--- config.mk ---
export PLATFORM = sky130hd
export DESIGN_NAME = mdu_flat
export DESIGN_NICKNAME = d
export VERILOG_FILES = /design/src/rtl/mdu_pkg.sv /design/src/rtl/mdu_if.sv /design/src/rtl/mdu_div.sv /design/src/rtl/mdu.sv /design/src/flat_wrapper.sv
export SDC_FILE = /design/constraint.sdc
export NUM_CORES = 2
export LEC_CHECK = 0
export ABC_CLOCK_PERIOD_IN_PS = 15000
export CORE_AREA = 2 2 355 357
export DETAILED_ROUTE_END_ITERATION = 8
export DIE_AREA = 0 0 357 359
export HOLD_SLACK_MARGIN = 0.05
export SLEW_MARGIN = 40
export SYNTH_ARGS = -nofsm -noshare
export SYNTH_HDL_FRONTEND = slang
export SYNTH_SLANG_ARGS = --single-unit
--- constraint.sdc ---
create_clock -name clk -period 15 [get_ports clk]
set_input_delay 1.5 -clock clk [delete_from_list [all_inputs] [get_ports clk]]
set_output_delay 1.5 -clock clk [all_outputs]
set_load 0.02 [all_outputs]
--- src/rtl/mdu_pkg.sv ---
// Shared MDU definitions: operation encodings, FSM states and default latencies.
package mdu_pkg;

  typedef enum logic [2:0] {
    OpNop   = 3'b000,
    OpMult  = 3'b001,
    OpMultu = 3'b010,
    OpDiv   = 3'b011,
    OpDivu  = 3'b100,
    OpMthi  = 3'b101,
    OpMtlo  = 3'b110,
    OpRsvd  = 3'b111
  } mdu_op_e;

  typedef enum logic [0:0] {
    StIdle = 1'b0,
    StRun  = 1'b1
  } mdu_state_e;

  localparam int unsigned MultCyclesDef = 5;
  localparam int unsigned DivCyclesDef  = 10;

  function automatic logic is_mult(mdu_op_e op);
    return (op == OpMult) || (op == OpMultu);
  endfunction

endpackage

--- src/rtl/mdu_if.sv ---
// Request/result bundle between the issuing pipeline (master) and the MDU (slave).
interface mdu_if;
  logic [31:0] A;
  logic [31:0] B;
  logic [2:0]  MDUOp;
  logic        start;
  logic        busy;
  logic [31:0] HI;
  logic [31:0] LO;

  modport master (
    output A, B, MDUOp, start,
    input  busy, HI, LO
  );

  modport slave (
    input  A, B, MDUOp, start,
    output busy, HI, LO
  );
endinterface

--- src/rtl/mdu_div.sv ---
// Combinational 32-bit quotient/remainder unit; signed mode truncates toward zero and
// gives the remainder the dividend's sign. Outputs are zero for a zero divisor.
module mdu_div (
  input  logic [31:0] a_i,
  input  logic [31:0] b_i,
  input  logic        signed_i,
  output logic [31:0] quo_o,
  output logic [31:0] rem_o
);

  logic        a_neg;
  logic        b_neg;
  logic [31:0] a_mag;
  logic [31:0] b_mag;
  logic [31:0] q_mag;
  logic [31:0] r_mag;

  always_comb begin
    a_neg = signed_i & a_i[31];
    b_neg = signed_i & b_i[31];
    // Magnitude of 0x80000000 is still representable as unsigned 32 bits.
    a_mag = a_neg ? (32'd0 - a_i) : a_i;
    b_mag = b_neg ? (32'd0 - b_i) : b_i;
    if (b_mag == 32'd0) begin
      q_mag = 32'd0;
      r_mag = 32'd0;
    end else begin
      q_mag = a_mag / b_mag;
      r_mag = a_mag % b_mag;
    end
    quo_o = (a_neg ^ b_neg) ? (32'd0 - q_mag) : q_mag;
    rem_o = a_neg ? (32'd0 - r_mag) : r_mag;
  end

endmodule

--- src/rtl/mdu.sv ---
// Multi-cycle multiply/divide unit with HI/LO registers and MTHI/MTLO moves.
// Define MDU_DIV_EN to build the divider; otherwise DIV/DIVU behave as NOP.
module mdu
  import mdu_pkg::*;
#(
  parameter int unsigned MULT_CYCLES = MultCyclesDef,
  parameter int unsigned DIV_CYCLES  = DivCyclesDef
) (
  input logic  clk,
  input logic  reset_n,
  mdu_if.slave bus
);

  localparam int unsigned MaxCycles = (MULT_CYCLES > DIV_CYCLES) ? MULT_CYCLES : DIV_CYCLES;
  localparam int unsigned CntW      = $clog2(MaxCycles + 1);

  mdu_state_e      state_q, state_d;
  logic [CntW-1:0] cnt_q, cnt_d;
  mdu_op_e         op_q, op_d;
  logic [31:0]     a_q, a_d;
  logic [31:0]     b_q, b_d;
  logic [31:0]     hi_q, hi_d;
  logic [31:0]     lo_q, lo_d;

  mdu_op_e         op_in;
  logic [63:0]     a_ext;
  logic [63:0]     b_ext;
  logic [63:0]     prod;

  assign op_in = mdu_op_e'(bus.MDUOp);

  // Low 64 bits of the extended product equal the signed or unsigned full product.
  always_comb begin
    a_ext = (op_q == OpMult) ? {{32{a_q[31]}}, a_q} : {32'd0, a_q};
    b_ext = (op_q == OpMult) ? {{32{b_q[31]}}, b_q} : {32'd0, b_q};
    prod  = a_ext * b_ext;
  end

`ifdef MDU_DIV_EN
  logic [31:0] quo;
  logic [31:0] rem;

  mdu_div u_div (
    .a_i      (a_q),
    .b_i      (b_q),
    .signed_i (op_q == OpDiv),
    .quo_o    (quo),
    .rem_o    (rem)
  );
`endif

  always_comb begin
    state_d = state_q;
    cnt_d   = cnt_q;
    op_d    = op_q;
    a_d     = a_q;
    b_d     = b_q;
    hi_d    = hi_q;
    lo_d    = lo_q;

    unique case (state_q)
      StIdle: begin
        if (bus.start) begin
          unique case (op_in)
            OpMult, OpMultu: begin
              state_d = StRun;
              cnt_d   = CntW'(MULT_CYCLES);
              op_d    = op_in;
              a_d     = bus.A;
              b_d     = bus.B;
            end
`ifdef MDU_DIV_EN
            OpDiv, OpDivu: begin
              state_d = StRun;
              cnt_d   = CntW'(DIV_CYCLES);
              op_d    = op_in;
              a_d     = bus.A;
              b_d     = bus.B;
            end
`endif
            OpMthi:  hi_d = bus.A;
            OpMtlo:  lo_d = bus.A;
            default: ;
          endcase
        end
      end

      StRun: begin
        if (cnt_q <= CntW'(1)) begin
          state_d = StIdle;
          cnt_d   = '0;
          if (is_mult(op_q)) begin
            hi_d = prod[63:32];
            lo_d = prod[31:0];
          end
`ifdef MDU_DIV_EN
          // A zero divisor still burns the full latency but leaves HI/LO alone.
          else if (b_q != 32'd0) begin
            hi_d = rem;
            lo_d = quo;
          end
`endif
        end else begin
          cnt_d = cnt_q - CntW'(1);
        end
      end

      default: state_d = StIdle;
    endcase
  end

  always_ff @(posedge clk or negedge reset_n) begin
    if (!reset_n) begin
      state_q <= StIdle;
      cnt_q   <= '0;
      op_q    <= OpNop;
      a_q     <= '0;
      b_q     <= '0;
      hi_q    <= '0;
      lo_q    <= '0;
    end else begin
      state_q <= state_d;
      cnt_q   <= cnt_d;
      op_q    <= op_d;
      a_q     <= a_d;
      b_q     <= b_d;
      hi_q    <= hi_d;
      lo_q    <= lo_d;
    end
  end

  assign bus.busy = (state_q == StRun);
  assign bus.HI   = hi_q;
  assign bus.LO   = lo_q;

endmodule

--- src/flat_wrapper.sv ---
// flat-port wrapper written by rule: the top's interface ports become plain ports
module mdu_flat import mdu_pkg::*;
#(
  parameter int unsigned MULT_CYCLES = MultCyclesDef,
  parameter int unsigned DIV_CYCLES  = DivCyclesDef
)
  (clk, reset_n, bus_A, bus_B, bus_MDUOp, bus_start, bus_busy, bus_HI, bus_LO);
  mdu_if bus_i ();
  input logic clk;
  input logic reset_n;
  input wire logic [$bits(bus_i.A)-1:0] bus_A;
  input wire logic [$bits(bus_i.B)-1:0] bus_B;
  input wire logic [$bits(bus_i.MDUOp)-1:0] bus_MDUOp;
  input wire logic [$bits(bus_i.start)-1:0] bus_start;
  output wire logic [$bits(bus_i.busy)-1:0] bus_busy;
  output wire logic [$bits(bus_i.HI)-1:0] bus_HI;
  output wire logic [$bits(bus_i.LO)-1:0] bus_LO;
  assign bus_i.A = bus_A;
  assign bus_i.B = bus_B;
  assign bus_i.MDUOp = bus_MDUOp;
  assign bus_i.start = bus_start;
  assign bus_busy = bus_i.busy;
  assign bus_HI = bus_i.HI;
  assign bus_LO = bus_i.LO;
  mdu #(.MULT_CYCLES(MULT_CYCLES), .DIV_CYCLES(DIV_CYCLES)) u_core (.clk(clk), .reset_n(reset_n), .bus(bus_i));
endmodule
; After elaboration in Yosys (flattened, before gate mapping)
; Cells that the tools add are included.
[totals]
in_bits = 70
wordCells = 49
out_inout_bits = 65
regBits = 136
[classes]
reduce_logical = 6
n_eq_ne = 12
n_lt_le_gt_ge = 1
add_sub_neg = 1
n_mux = 20
mul = 1
bitwise_logic = 1
[op_table]
columns = op, n
row1 = $mux W32, 8
row2 = $mux W64, 2
row3 = $pmux W32 S2, 2
row4 = $mul A64 B64 Y64, 1
row5 = $mux W4, 3
row6 = $ne A2 B2 Y1 const B, 6
row7 = $pmux W4 S2, 1
row8 = $reduce_and A4 Y1, 2
row9 = $eq A3 B1 Y1 const B, 2
row10 = $eq A3 B2 Y1 const B, 2
row11 = $eq A3 B3 Y1 const B, 2
row12 = $le A4 B1 Y1 const B, 1
row13 = $sub A4 B1 Y4 const B, 1
row14 = $mux W1, 3
row15 = $reduce_and A3 Y1, 1
row16 = $pmux W1 S2, 1
row17 = $reduce_and A2 Y1, 1
row18 = $reduce_or A2 Y1, 1
row19 = $logic_or A1 B1 Y1, 1
row20 = $not A1 Y1, 1

; Depth between registers and ports, before layout
[logic_depth]
ltp_word = 6
depth_mapped = 39

; Least setup slack after synthesis
; Ideal clock, no wire load.
[synth_path]
path_type = register to register
startpoint = reg u_core.op_q[1]
endpoint = reg u_core.hi_q[30], in the netlist u_core.bus.HI[30]
setup_slack_ns = 5.499
path_stages_with_launch = 32
setup_ns = 0.130
arrival_time_ns = 9.371
required_ns = 14.870
n_path_buf = 2
cell_sequence = dfrtp_1 > nor3b_1 > and2_1 > clkbuf_1 > clkbuf_1 > nand2_1 > fa_1 > inv_1 > fa_1 > fa_1 > inv_1 > fa_1 > inv_1 > fa_1 > fa_1 > fa_1 > fa_1 > fa_1 > inv_1 > fa_1 > inv_1 > ha_1 > and3_1 > a221oi_1 > o32ai_1 > a31oi_2 > o21ai_2 > a2111o_1 > a21oi_2 > o211ai_1 > xnor2_1 > o22ai_1
[synth_via]
elab_chain_len = 6
[synth_lines]
columns = element, line
row1 = start: declaration, mdu.sv:19  ; mdu_op_e op_q, op_d;
row2 = start signal: assignment, mdu.sv:116  ; op_q <= OpNop;
row3 = start signal: assignment, mdu.sv:124  ; op_q <= op_d;
row4 = $eq A3 B1 Y1, "mdu_pkg.sv:24, mdu.sv:34, mdu.sv:35"
row5 = "$mux W64, on equally long branches", "mdu.sv:34, mdu.sv:35"
row6 = $mul A64 B64 Y64, mdu.sv:36  ; prod = a_ext * b_ext;
row7 = $mux W32, mdu.sv:92  ; if (is_mult(op_q)) begin
row8 = $mux W32, mdu.sv:89  ; if (cnt_q <= CntW'(1)) begin
row9 = $pmux W32 S2, mdu.sv:61  ; unique case (state_q)
row10 = end signal: assignment, mdu.sv:127  ; hi_q <= hi_d;
row11 = end: declaration, mdu.sv:22  ; logic [31:0] hi_q, hi_d;
; Parallel ways exist; a longest one is shown, timed or not. The select of a mux whose other input is x is not followed.
; A chain may end at the register's enable or synchronous reset.

; Worst setup path in the final report
[layout_path]
startpoint = reg u_core.op_q[2]
endpoint = reg u_core.hi_q[30], in the netlist u_core.bus.HI[30]
; Same word-level chain as after synthesis.

==> flow_results.org <==
** STA
- For the final routed database, the setup TNS stands at 0 ns.
- Final clock period utilization by the worst path :: 72.04%
- For the final database, setup skew stands at 0.04413 ns.
- Clock period minus worst slack :: 10.81 ns
- Setup repair after global routing left no endpoint under its margin.
- At the pin with the least slew margin, the transition time is 0.8689 ns.
- Static timing analysis puts the maximum clock frequency at 0.09254 GHz.
- The worst pin sits at a relative slew slack of 42.07%.
- Final Hold Viols :: 0
- Final setup fails :: 0
- Number of pins exceeding their max-slew limit in the final report :: 0

** Routing
- Total via count in the routed design :: 37463
- Sum of routed wire length over all layers :: 164300 um
- Post-DR wirelength/cell :: 22.85 um
- In this run the remaining antenna-violating nets after routing total 0.
- Amount of wire on met3 after detailed routing :: 9704 um
- Met2 routed wirelength :: 83010 um
- For this block, wires on met1 add up to 61890 um.
- Signal routing reaches up to met4.
- Routed via count divided by cell count :: 5.210
- Initial DRC count :: 2743
- DRC viols :: 0
- For this run, the detailed router's first-pass iteration total came to 5.

** Synth
- Synthesis produced a netlist with a net count of 7375.
- Of all flip-flops after synthesis, the portion carrying an async set or reset was 100.0%.
- Number of standard cells after synthesis :: 5576
- In this run the cell area of the synthesized design comes to 53040 sq um.
- Number of distinct standard cells referenced by the synthesized netlist :: 73
- Each instance of the synthesized netlist takes up on average 9.512 sq um.
- Count of state elements after synthesis :: 136
- Yosys mapped a number of flops with a built-in enable equal to 0.
- Portion of the post-synthesis area used by sequential elements :: 6.416%
- Leading register cell type out of synthesis :: dfrtp_1
- Ys Warns :: 0

** CTS
- Clock buffers created by TritonCTS :: 17
- The number of setup buffers added after CTS is 0.
- Deepest clock path buffer count :: 2
- Count of hold buffers inserted by post-cts repair :: 0
- Number of gates resized after CTS :: 0
- Clock latency on the worst-skew pair, taken at its later pin, is 0.51 ns.
- Cell chosen for the clock root :: clkbuf_16
- CTS built an H-tree with a depth of 4.
- The clock drives 136 sinks.
- Clock input transition at the sequential cells of the worst setup and hold paths :: 0.09 ns
- TritonCTS built the clock tree.

** Worst setup path
- The critical path is of the flip-flop to flip-flop type.
- Data on the critical path arrives at its endpoint at 11.18 ns.
- Of all nets on the critical path, the largest fanout is 24.
- For this design, the slowest cell found on the critical path is fa_1.
- Crit path capture type :: flip-flop
- The worst setup path is launched from a flip-flop.
- Data on the critical path is required at its endpoint by 15.38 ns.
- The kind of cell with the highest combined delay along the critical path is adder cells.
- On the worst path, the slowest cell contributes a delay of 0.86 ns.
- The number of buffers and inverters on the critical path is 6.
- Most prevalent standard cell on the critical path :: fa_1

** Final layout
- Across the whole layout, storage elements account for 3413 sq um.
- Non-Filler Instances :: 7191
- Summing all multi-input logic gate instances after layout gives 42970 sq um.
- For this run, the post-layout net count is 7323.
- Fill cell instance count of the final layout :: 12120
- Synth-to-layout area growth :: 6.832%
- The post-route netlist has 3.973% of its cells at a drive strength greater than 1.
- Most common library cell in the layout ignoring fill and taps :: inv_1
- The top cell types in the final layout, fill and taps aside, are inv_1 (1491), fa_1 (1419), nand2_1 (775), and2_1 (419), ha_1 (310).

** Die
- The initialized floorplan defines 130 standard-cell rows.
- Vertical die dimension :: 359 um
- The die covers 128200 sq um.
- Initial standard-cell utilization of the core :: 42.57%
- # IOs :: 135
- The core region is 124600 sq um.
- Die Width :: 357 um

** Global routing
- Total track usage :: 26.92%
- Initial antenna violation count :: 8
- Largest net degree at the start of global routing :: 90
- The first global-routing pass estimated 256800 um of wire.
- The via count of the first global-routing pass was 41465.
- Global routing finished with a remaining overflow of 0.

** Placement
- The number of placed instances, taps included, is 7154.
- The count of buffers added on input and output ports is 134.
- GP Congestion :: 0.9717
- The HPWL after detailed placement is 135600 um.

** Flow run
- The tool flagged a number of max-cap violations equal to 0.

** Min path
- The min-delay analysis places its worst path in the category flip-flop to flip-flop.

** Status
- The run finished with clean final reports.
## registers in the layout, indices dropped and copies added (netlist names)
signal,cells
u_core.cnt_q,4
u_core.b_q,32
u_core.bus.LO,32
u_core.bus.HI,32
u_core.a_q,32
u_core.bus.busy,1
u_core.op_q,3
## worst reg2reg max path: cells and delay by family (launching register included)
family | cells | cell delay (ns)
compound gates | 8 | 1.85
xor+xnor | 1 | 0.17
fa+ha+maj | 11 | 5.95
buf+inv | 6 | 0.95
flops | 1 | 0.40
simple gates | 4 | 1.35
## synth_stat cells (31+ instances only)
cell type	n	share of area (%)
a21oi_1	127	1.2
clkbuf_1	261	1.8
o21ai_0	81	0.76
ha_1	310	7.3
inv_1	1491	11
fa_1	1419	54
mux2_2	65	1.4
dfrtp_1	136	6.4
nor2_1	58	0.41
xnor2_1	97	1.6
and3_1	31	0.37
and2_1	421	5.0
nand2_1	776	5.5
## path summary, 6_finish.rpt
| path | from | depth (start not counted) | slack, ns | to |
|---|---|---|---|---|
| worst max-delay path | u_core.op_q[2]$_DFFE_PN0P_ | 30 | 4.19 | u_core.bus.HI[30]$_DFFE_PN0P_ |
| worst min-delay path | u_core.bus.LO[26]$_DFFE_PN0P_ | 2 | 0.48 | u_core.bus.LO[26]$_DFFE_PN0P_ |
| worst max register to register | u_core.op_q[2]$_DFFE_PN0P_ | 30 | 4.19 | u_core.bus.HI[30]$_DFFE_PN0P_ |
| worst min register to register | u_core.bus.LO[26]$_DFFE_PN0P_ | 2 | 0.48 | u_core.bus.LO[26]$_DFFE_PN0P_ |
| max in group asynchronous | reset_n | 3 | 12.84 | u_core.b_q[15]$_DFFE_PN0P_ |
| min in group asynchronous | reset_n | 1 | 0.85 | u_core.bus.HI[11]$_DFFE_PN0P_ |
## logic make-up (layout without fill, tap and decap cells)
logic type | after synthesis | after routing | synth area share [%]
simple gates | 1374 | 1374 | 12.26
xor+xnor | 125 | 125 | 2.064
other cells | 0 | 4 | 0
flops | 136 | 136 | 6.416
mux | 77 | 77 | 1.606
buf+inv | 1780 | 1741 | 12.63
fa+ha+maj | 1733 | 1733 | 60.95
compound gates | 351 | 351 | 4.076
## layout make-up
| type | count | share of cell area (%) |
|---|---|---|
| Tap cell | 1650 | 3.643 |
| Multi-Input combinational cell | 3660 | 75.84 |
| Clock buffer | 17 | 0.7508 |
| Clock inverter | 15 | 0.3113 |
| Inverter | 1491 | 9.877 |
| Sequential cell | 136 | 6.024 |
| Antenna cell | 4 | 0.01767 |
| Timing Repair Buffer | 218 | 3.537 |
## per-stage QoR
| stage | cell area [sq um] | worst slack [ns] | hold slack [ns] | util (%) |
|---|---|---|---|---|
| 2_1_floorplan | 53040 | 5.499 | 0.4653 | - |
| 3_3_place_gp | 56010 | 4.008 | 0.4629 | 44.95 |
| 3_5_place_dp | 56020 | 4.294 | 0.4703 | 44.96 |
| 4_1_cts | 56620 | 4.270 | 0.4882 | 45.44 |
| 5_1_grt | 56660 | 3.734 | 0.5129 | 45.47 |
| 6_report | 56660 | 4.194 | 0.4838 | 45.48 |
## routing by layer
metal | up-vias | global-route usage (%)
met1 | 20003 | 34.05
met5 | - | 0
met2 | 1250 | 45.80
met4 | 0 | 12.86
met3 | 337 | 3.223
li1 | 15873 | -
Power is not shown: default switching activity piles up to over one toggle a cycle in this logic, so the estimate is an artifact.
